`src/rtl/mp_add_pkg.sv`:
```
// Shared types and helpers for the multi-precision add sequencer.
package mp_add_pkg;

  typedef enum logic [1:0] {
    IDLE = 2'd0,
    RUN  = 2'd1,
    DONE = 2'd2
  } state_t;

  // Chunk index width; a single-chunk build still needs one bit.
  function automatic int idx_width(input int k);
    return (k <= 1) ? 1 : $clog2(k);
  endfunction

endpackage

```
`src/rtl/rca_slice.sv`:
```
// Combinational W-bit ripple-carry adder slice; also exposes the carry into the MSB.
module rca_slice #(
  parameter int W = 4
) (
  input  logic [W-1:0] a,
  input  logic [W-1:0] b,
  input  logic         ci,
  output logic [W-1:0] s,
  output logic         co,
  output logic         c_msb
);

  logic [W:0] c;

  always_comb begin
    c    = '0;
    s    = '0;
    c[0] = ci;
    for (int i = 0; i < W; i++) begin
      s[i]   = a[i] ^ b[i] ^ c[i];
      c[i+1] = (a[i] & b[i]) | (a[i] & c[i]) | (b[i] & c[i]);
    end
  end

  assign co    = c[W];
  assign c_msb = c[W-1];

endmodule

```
`src/rtl/mp_add_seq.sv`:
```
// Multi-precision adder: one W-bit slice reused over K cycles, carry chained via carry_q.
module mp_add_seq
  import mp_add_pkg::*;
#(
  parameter int W = 4,
  parameter int K = 4
) (
  input  logic           clk,
  input  logic           rst,
  input  logic           in_valid,
  output logic           in_ready,
  input  logic [W*K-1:0] a,
  input  logic [W*K-1:0] b,
  input  logic           cin,
  output logic           out_valid,
  input  logic           out_ready,
  output logic [W*K-1:0] sum,
  output logic           cout,
  output logic           ovf,
  output logic           busy
);

  localparam int IW = idx_width(K);

  state_t         state;
  state_t         state_next;
  logic [W*K-1:0] op_a;
  logic [W*K-1:0] op_b;
  logic [IW-1:0]  idx;
  logic           carry_q;
  int             base;
  logic [W-1:0]   chunk_a;
  logic [W-1:0]   chunk_b;
  logic [W-1:0]   slice_s;
  logic           slice_co;
  logic           slice_cmsb;
  logic           last;

  assign base    = int'(idx) * W;
  assign chunk_a = op_a[base +: W];
  assign chunk_b = op_b[base +: W];
  assign last    = (idx == IW'(K - 1));

  rca_slice #(.W(W)) u_slice (
    .a     (chunk_a),
    .b     (chunk_b),
    .ci    (carry_q),
    .s     (slice_s),
    .co    (slice_co),
    .c_msb (slice_cmsb)
  );

  always_ff @(posedge clk or posedge rst) begin
    if (rst) state <= IDLE;
    else     state <= state_next;
  end

  always_comb begin
    state_next = state;
    case (state)
      IDLE:    if (in_valid)  state_next = RUN;
      RUN:     if (last)      state_next = DONE;
      DONE:    if (out_ready) state_next = IDLE;
      default:                state_next = IDLE;
    endcase
  end

  // Handshake outputs decode only the state register, keeping inputs off any output path.
  assign in_ready  = (state == IDLE);
  assign out_valid = (state == DONE);
  assign busy      = (state != IDLE);

  always_ff @(posedge clk or posedge rst) begin
    if (rst) begin
      op_a    <= '0;
      op_b    <= '0;
      idx     <= '0;
      carry_q <= 1'b0;
      sum     <= '0;
      cout    <= 1'b0;
      ovf     <= 1'b0;
    end else begin
      case (state)
        IDLE: begin
          if (in_valid) begin
            op_a    <= a;
            op_b    <= b;
            carry_q <= cin;
            idx     <= '0;
            sum     <= '0;
          end
        end
        RUN: begin
          sum[base +: W] <= slice_s;
          carry_q        <= slice_co;
          if (last) begin
            cout <= slice_co;
            ovf  <= slice_co ^ slice_cmsb;
            idx  <= '0;
          end else begin
            idx <= idx + 1'b1;
          end
        end
        default: ;
      endcase
    end
  end

endmodule

```
`config.mk`:
```
export PLATFORM = sky130hd
export DESIGN_NAME = mp_add_seq
export DESIGN_NICKNAME = d
export VERILOG_FILES = /design/src/rtl/mp_add_pkg.sv /design/src/rtl/rca_slice.sv /design/src/rtl/mp_add_seq.sv
export SDC_FILE = /design/constraint.sdc
export NUM_CORES = 1
export LEC_CHECK = 0
export CORE_AREA = 4 4 83 85
export DETAILED_ROUTE_END_ITERATION = 16
export DIE_AREA = 0 0 87 89
export HOLD_SLACK_MARGIN = 0.08
export PLACE_DENSITY = 0.73
export REMOVE_ABC_BUFFERS = 1
export SETUP_SLACK_MARGIN = 0.15
export SLEW_MARGIN = 5
export SYNTH_ARGS = -nofsm -noshare
export SYNTH_HDL_FRONTEND = slang
export SYNTH_HIERARCHICAL = 1
export SYNTH_SLANG_ARGS = --single-unit
```
`constraint.sdc`:
```
create_clock -name clk -period 2.9 [get_ports clk]
set_clock_uncertainty 0.2 [all_clocks]
set_input_delay 0.58 -clock clk [delete_from_list [all_inputs] [get_ports clk]]
set_output_delay 0.58 -clock clk [all_outputs]
set_load 0.03 [all_outputs]
```
Yosys cells after proc, flatten, opt, wreduce, memory -nomap -nowiden
Cells that the tools add are included.
{"block": "word_totals", "register_bits": 55, "input_bits": 37, "out_inout_bits": 21, "word_cells": 68}
{"block": "op_classes", "addsub": 2, "eq_ne": 6, "shifts": 4, "n_mux": 12, "n_bitwise": 29, "n_reduce_logical": 7}
{"cell": "4-bit negation with 33-bit output", "count": 1}
{"cell": "4-bit by 33-bit variable shift with 16-bit output, first input constant", "count": 1}
{"cell": "4-bit by 33-bit variable part select with 16-bit output", "count": 1}
{"cell": "16-bit case mux with 2 select lines", "count": 1}
{"cell": "16-bit by 5-bit variable part select with 4-bit output", "count": 2}
{"cell": "16-bit bitwise mux", "count": 1}
{"cell": "16-bit two-way mux", "count": 1}
{"cell": "1-bit AND", "count": 12}
{"cell": "2-bit two-way mux", "count": 5}
{"cell": "1-bit bitwise XOR", "count": 9}
{"cell": "1-bit OR", "count": 8}
{"cell": "2-bit case mux with 3 select lines", "count": 1}
{"cell": "2-bit AND reduction", "count": 3}
{"cell": "2-bit == test, second input constant", "count": 2}
{"cell": "2-bit inequality test, second input constant", "count": 2}
{"cell": "2-bit case mux with 2 select lines", "count": 1}
{"cell": "2-bit nonzero test", "count": 2}
{"cell": "3-bit AND reduction", "count": 1}
{"cell": "2-bit by 1-bit adder with 2-bit output, second input constant", "count": 1}
{"cell": "2-bit by 1-bit == test with 1-bit output, second input constant", "count": 1}
{"cell": "2-bit logical NOT", "count": 1}
{"cell": "2-bit by 1-bit inequality test with 1-bit output, second input constant", "count": 1}
{"cell": "1-bit case mux with 2 select lines", "count": 1}
{"cell": "1-bit two-way mux", "count": 1}

Logic depth before layout (Yosys ltp)
{"block": "depth", "depth_word": 14, "mapped_depth": 12, "mapped_depth_nobuf": 11}

Hierarchy
Netlist, hierarchy kept.
{"module": "mp_add_seq", "instances": 1, "cells_per_inst": 168, "area_each_um2": 2583.7, "seq_area_each_um2": 1376.3}
{"module": "rca_slice", "instances": 1, "cells_per_inst": 14, "area_each_um2": 117.6, "seq_area_each_um2": 0.0}

Least setup slack after synthesis
OpenSTA, ideal clock, no wires.
{"block": "synth_path", "path_kind": "register to register", "from": "reg idx[0]", "to": "reg sum[11]", "setup_ps": 68, "arrival_time_ps": 2895, "t_required_ps": 2632, "setup_slack_ps": -263, "stages_incl_launch_ff": 12, "n_path_buf": 1, "period_less_slack_ps": 3163, "cell_sequence": "dfrtp_1 buf_6 mux4_2 inv_1 fa_1 inv_1 fa_1 fa_1 inv_1 fa_1 inv_1 a22o_1"}
{"block": "synth_between", "elab_chain_len": 14, "elab_cells_between_ends": 30, "classes_between": "add/sub: 1; shift: 4; mux: 2; bitwise: 23"}
{"element": "from (decl)", "line_no": "mp_add_seq.sv:29", "source": "logic [IW-1:0] idx;"}
{"element": "from (signal assigned)", "line_no": "mp_add_seq.sv:101", "source": "idx <= idx + 1'b1;"}
{"element": "16-bit by 5-bit variable part select with 4-bit output *", "line_no": "mp_add_seq.sv:40", "source": "assign chunk_a = op_a[base +: W];"}
{"element": "net chunk_a[0]", "line_no": "mp_add_seq.sv:32", "source": "logic [W-1:0] chunk_a;"}
{"element": "1-bit AND", "line_no": "rca_slice.sv:21", "source": "c[i+1] = (a[i] & b[i]) | (a[i] & c[i]) | (b[i] & c[i]);"}
{"element": "1-bit OR * (2 in a row)", "line_no": "rca_slice.sv:21"}
{"element": "1-bit AND", "line_no": "rca_slice.sv:21"}
{"element": "1-bit OR", "line_no": "rca_slice.sv:21"}
{"element": "1-bit OR *", "line_no": "rca_slice.sv:21"}
{"element": "1-bit AND", "line_no": "rca_slice.sv:21"}
{"element": "1-bit OR", "line_no": "rca_slice.sv:21"}
{"element": "1-bit OR *", "line_no": "rca_slice.sv:21"}
{"element": "net slice_cmsb", "line_no": "mp_add_seq.sv:36", "source": "logic slice_cmsb;"}
{"element": "1-bit bitwise XOR *", "line_no": "rca_slice.sv:20", "source": "s[i] = a[i] ^ b[i] ^ c[i];"}
{"element": "net slice_s[3]", "line_no": "mp_add_seq.sv:34", "source": "logic [W-1:0] slice_s;"}
{"element": "4-bit by 33-bit variable part select with 16-bit output *", "line_no": "mp_add_seq.sv:94", "source": "sum[base +: W] <= slice_s;"}
{"element": "16-bit bitwise mux *", "line_no": "mp_add_seq.sv:94"}
{"element": "16-bit case mux with 2 select lines *", "line_no": "mp_add_seq.sv:83", "source": "case (state)"}
{"element": "to (signal, indexed assignment)", "line_no": "mp_add_seq.sv:94"}
{"element": "to (decl)", "line_no": "mp_add_seq.sv:17", "source": "output logic [W*K-1:0] sum,"}
Mark *: on every way through the listed nets, which the timed path passes. The rest lies on a longest branch.
A chain may end at the register's enable or synchronous reset.

Worst setup path after layout
{"block": "layout_path", "from": "reg idx[0]", "to": "reg sum[7]"}
The elaborated chain is that of the path after synthesis.

==> metrics.md <==
| Metric | Value |
|---|---|
| Status | complete, but fails checks |
| Failing checks | negative setup slack |
| Vias | 1,616 |
| Area delta synth->final | 28.90% |
| Die ar. | 0.007743 mm² |
| Fill count | 498 |
| Final hold vios | 0 |
| Commonest non-fill, non-tap cell in the layout | clkdlybuf4s50_1 |
| Register Area | 0.001378 mm² |
| Routed wire length | 5144 µm |
| Net Sw Frac | 0.3916 |
| WHS | 0.2990 ns |
| Global-route usage over all layers | 0.1458 |
| Antenna fix cells | 0 |
| Final worst path period share | 1.002 |
| Hold path start | ovf |
| Reg-to-reg startpoint | idx[0] |
| TritonCTS clock tree | yes |
| CP max FO | 4 |
| Core Util, Final | 0.5612 |
| Delay-heaviest family, CP | adder cells |
| # nets final | 293 |
| Clk slew on worst S/H paths | 0.10 ns |
| Net switching power | 1639 µW |
| CP Cell Sequence | mux4_2 > inv_2 > fa_2 > inv_2 > fa_2 > fa_2 > inv_2 > fa_1 > inv_2 > a22o_1 |
| Worst Setup End Kind | flip-flop |
| WL per Instance | 15.88 µm |
| Commonest non-fill, non-tap cells in the layout | clkdlybuf4s50_1 (57), dfrtp_1 (54), mux2_4 (30) |
| Combinational Power Share | 0.578 |
| IO Port Bufs | 57 |
| Final Slew Violations | 0 |
| Hold Path Class | flip-flop to flip-flop |
| Worst Reg-to-Reg Cells | 10 |
| Global-route wire length before repair | 8556 µm |
| Slowest stage delay, CP | 0.52 ns |
| H-tree Lvls | 2 |
| Final HPWL DP | 3955 µm |
| Setup slack, reg-to-reg | -0.005 ns |
| Sequential fraction of design power | 0.323 |
| Initial antenna violation count | 0 |
| Final Wtd Congestion | 0.8200 |
| Yosys cell types | 29 |
| Setup bufs post-CTS | 0 |
| Placed Area | 0.003385 mm² |
| RSZ-0062 raised after global routing | true |
| Hold depth | 2 |
| Vias in the first global route | 1,757 |
| Worst Tran Pin Value | 0.6619 ns |
| Worst endpoint required time | 2.95 ns |
| Die Wd | 87 µm |
| Max Freq | 344.3 MHz |
| Max-slew headroom | 0.5547 |
| Fin worst setup slack | -0.004720 ns |
| Clock Path Buffers | 2 |
| Final antenna-violating net count | 0 |
| P per Cell Area | 1202 mW/mm² |
| Clk Latency, worst-skew pair | 0.31 ns |
| Die Span Y | 89 µm |
| YS warnings | 6 |
| Clk pwr share | 0.099 |
| Slowest cell on the critical path | mux4_2 |
| Pre-Repair DR Iteration Count | 4 |
| DR vias/cell | 4.988 |
| Synth area leaders | dfrtp_1 (51%), mux2_4 (17%), mux4_2 (6.7%) |
| Overall power | 4186 µW |
| RR Endpoint | sum[7] |
| Multi-input gate area | 0.001207 mm² |
| Max-cap violation count | 0 |
| First DRT Iteration DRCs | 46 |
| Clk sink count | 55 |
| Tmin final | 2.905 ns |
| Int Pwr | 2547 µW |
| Drt drc | 0 |
| Top cell by count, worst path | inv_2 |
| Core area | 0.006205 mm² |
| Syn Inst Count | 182 |
| Post-route cell area | 0.003482 mm² |
| Root Buffer | clkbuf_8 |
| Synth Cell Area | 0.002701 mm² |
| Cell taking the most area after synthesis | dfrtp_1 |
| Setup violators final | 4 |
| Placement Setup Slack | -0.1091 ns |
| Lkg Pwr | 0.001553 µW |
| Grt ovf | 0 |
| IO Pins | 58 |
| Worst path bufs/invs | 4 |
| Starting Density | 0.4354 |
| Yosys reg bits | 55 |
| Hold EP | ovf |
| Row count | 29 |
| Largest net degree at the start of global routing | 29 |
| Share of cells above drive strength 1 | 0.2915 |
| Critical path type | flip-flop to flip-flop |
| Area fraction of the dominant cell type after synthesis | 0.5095 |
| Avg Cell Area, Syn | 14.84 µm² |
| Startpoint types | flip-flop |
| Num CTS Buffers | 5 |
| Worst vdd ir | 0.5742 mV |
| Arrival time at the worst endpoint | 2.96 ns |
| Register area share after synthesis | 0.5095 |
[cells by family after synthesis]
family / count (synthesis) / synth area share
buffers and inverters: 23 / 0.04678
DFF: 55 / 0.5095
and+or+nand+nor: 25 / 0.05929
xor gates and xnor gates: 1 / 0.003243
adders and majority gates: 10 / 0.05743
AOI/OAI and AO/OA: 27 / 0.07781
muxes: 41 / 0.2459
[flip-flops by register name, indices dropped and copies added, names as in the netlist]
| signal | count |
|---|---|
| idx | 2 |
| state | 2 |
| sum | 16 |
| carry_q | 1 |
| op_b | 16 |
| cout | 1 |
| op_a | 16 |
| ovf | 1 |
[worst reg2reg max path, stage by stage (launching register included)]
cell and delay (ns):
dfrtp_2 0.42, mux4_2 0.52, inv_2 0.08, fa_2 0.20, inv_2 0.04, fa_2 0.33
fa_2 0.36, inv_2 0.07, fa_1 0.42, inv_2 0.10, a22o_1 0.12
[Yosys cell counts, drive strengths merged]
library cell  instances
dfrtp                55
mux2                 33
a22o                 16
inv                  15
nand2                10
mux4                  8
buf                   7
ha                    6
nand2b                6
a21o                  4
fa                    4
nor4                  3
o21ai                 3
a21oi                 2
and2                  1
and3b                 1
clkbuf                1
nand3b                1
nor2b                 1
nor4b                 1
o21bai                1
o31ai                 1
or2                   1
xnor2                 1
[stage by stage]
stage / setup TNS (ns) / cells
CTS: -0.06621 / 324
floorplan: -2.579 / 174
global placement: -0.2875 / 316
finish: -0.01026 / 324
detailed placement: -0.4701 / 316
global route: -0.5718 / 324
[power by group through the flow]
stage | clock [µW] | combinational [µW] | sequential, µW
after floorplan | 0 | 1500 | 1470
after global placement | 0 | 2290 | 1360
after detailed placement | 0 | 2340 | 1370
after CTS | 424 | 2450 | 1360
after global routing | 462 | 2640 | 1390
final | 414 | 2420 | 1350
[how the worst max path moves through the flow]
stage              end    from  slack, ns  cells after the start
6_report        sum[7]  idx[0]     -0.005                     10
5_1_grt         sum[7]  idx[0]      -0.11                     10
4_1_cts         sum[7]  idx[0]      -0.02                     10
3_5_place_dp    sum[7]  idx[0]      -0.11                     10
3_3_place_gp    sum[7]  idx[0]      -0.07                     10
2_1_floorplan  sum[11]  idx[0]      -0.40                     10
[final cells by class]
class / instances / share of cell area
clock buffers: 6 / 0.02084
clock inverters: 2 / 0.003593
inverters: 15 / 0.01617
multi-input cells: 104 / 0.3467
flip-flops and latches: 55 / 0.3956
well taps: 77 / 0.02767
repair buffers: 65 / 0.1894
[per-layer routing]
metal | wire [µm] | part of all wire | track usage
met4 | 65 | 0.013 | 0.04249
met2 | 2468 | 0.48 | 0.2312
met3 | 284 | 0.055 | 0.04608
met5 | 0 | 0 | 0
met1 | 2325 | 0.45 | 0.1938
[what timing repair did]
item | 4_1_cts | 5_1_grt
setup endpoints to repair | 7 | 7
pin swaps | 1 | 2
hold buffers | 0 | 0
gates resized for setup | 8 | 2
gates cloned | 0 | 0
No activity file was read; power rests on OpenSTA's default activity.
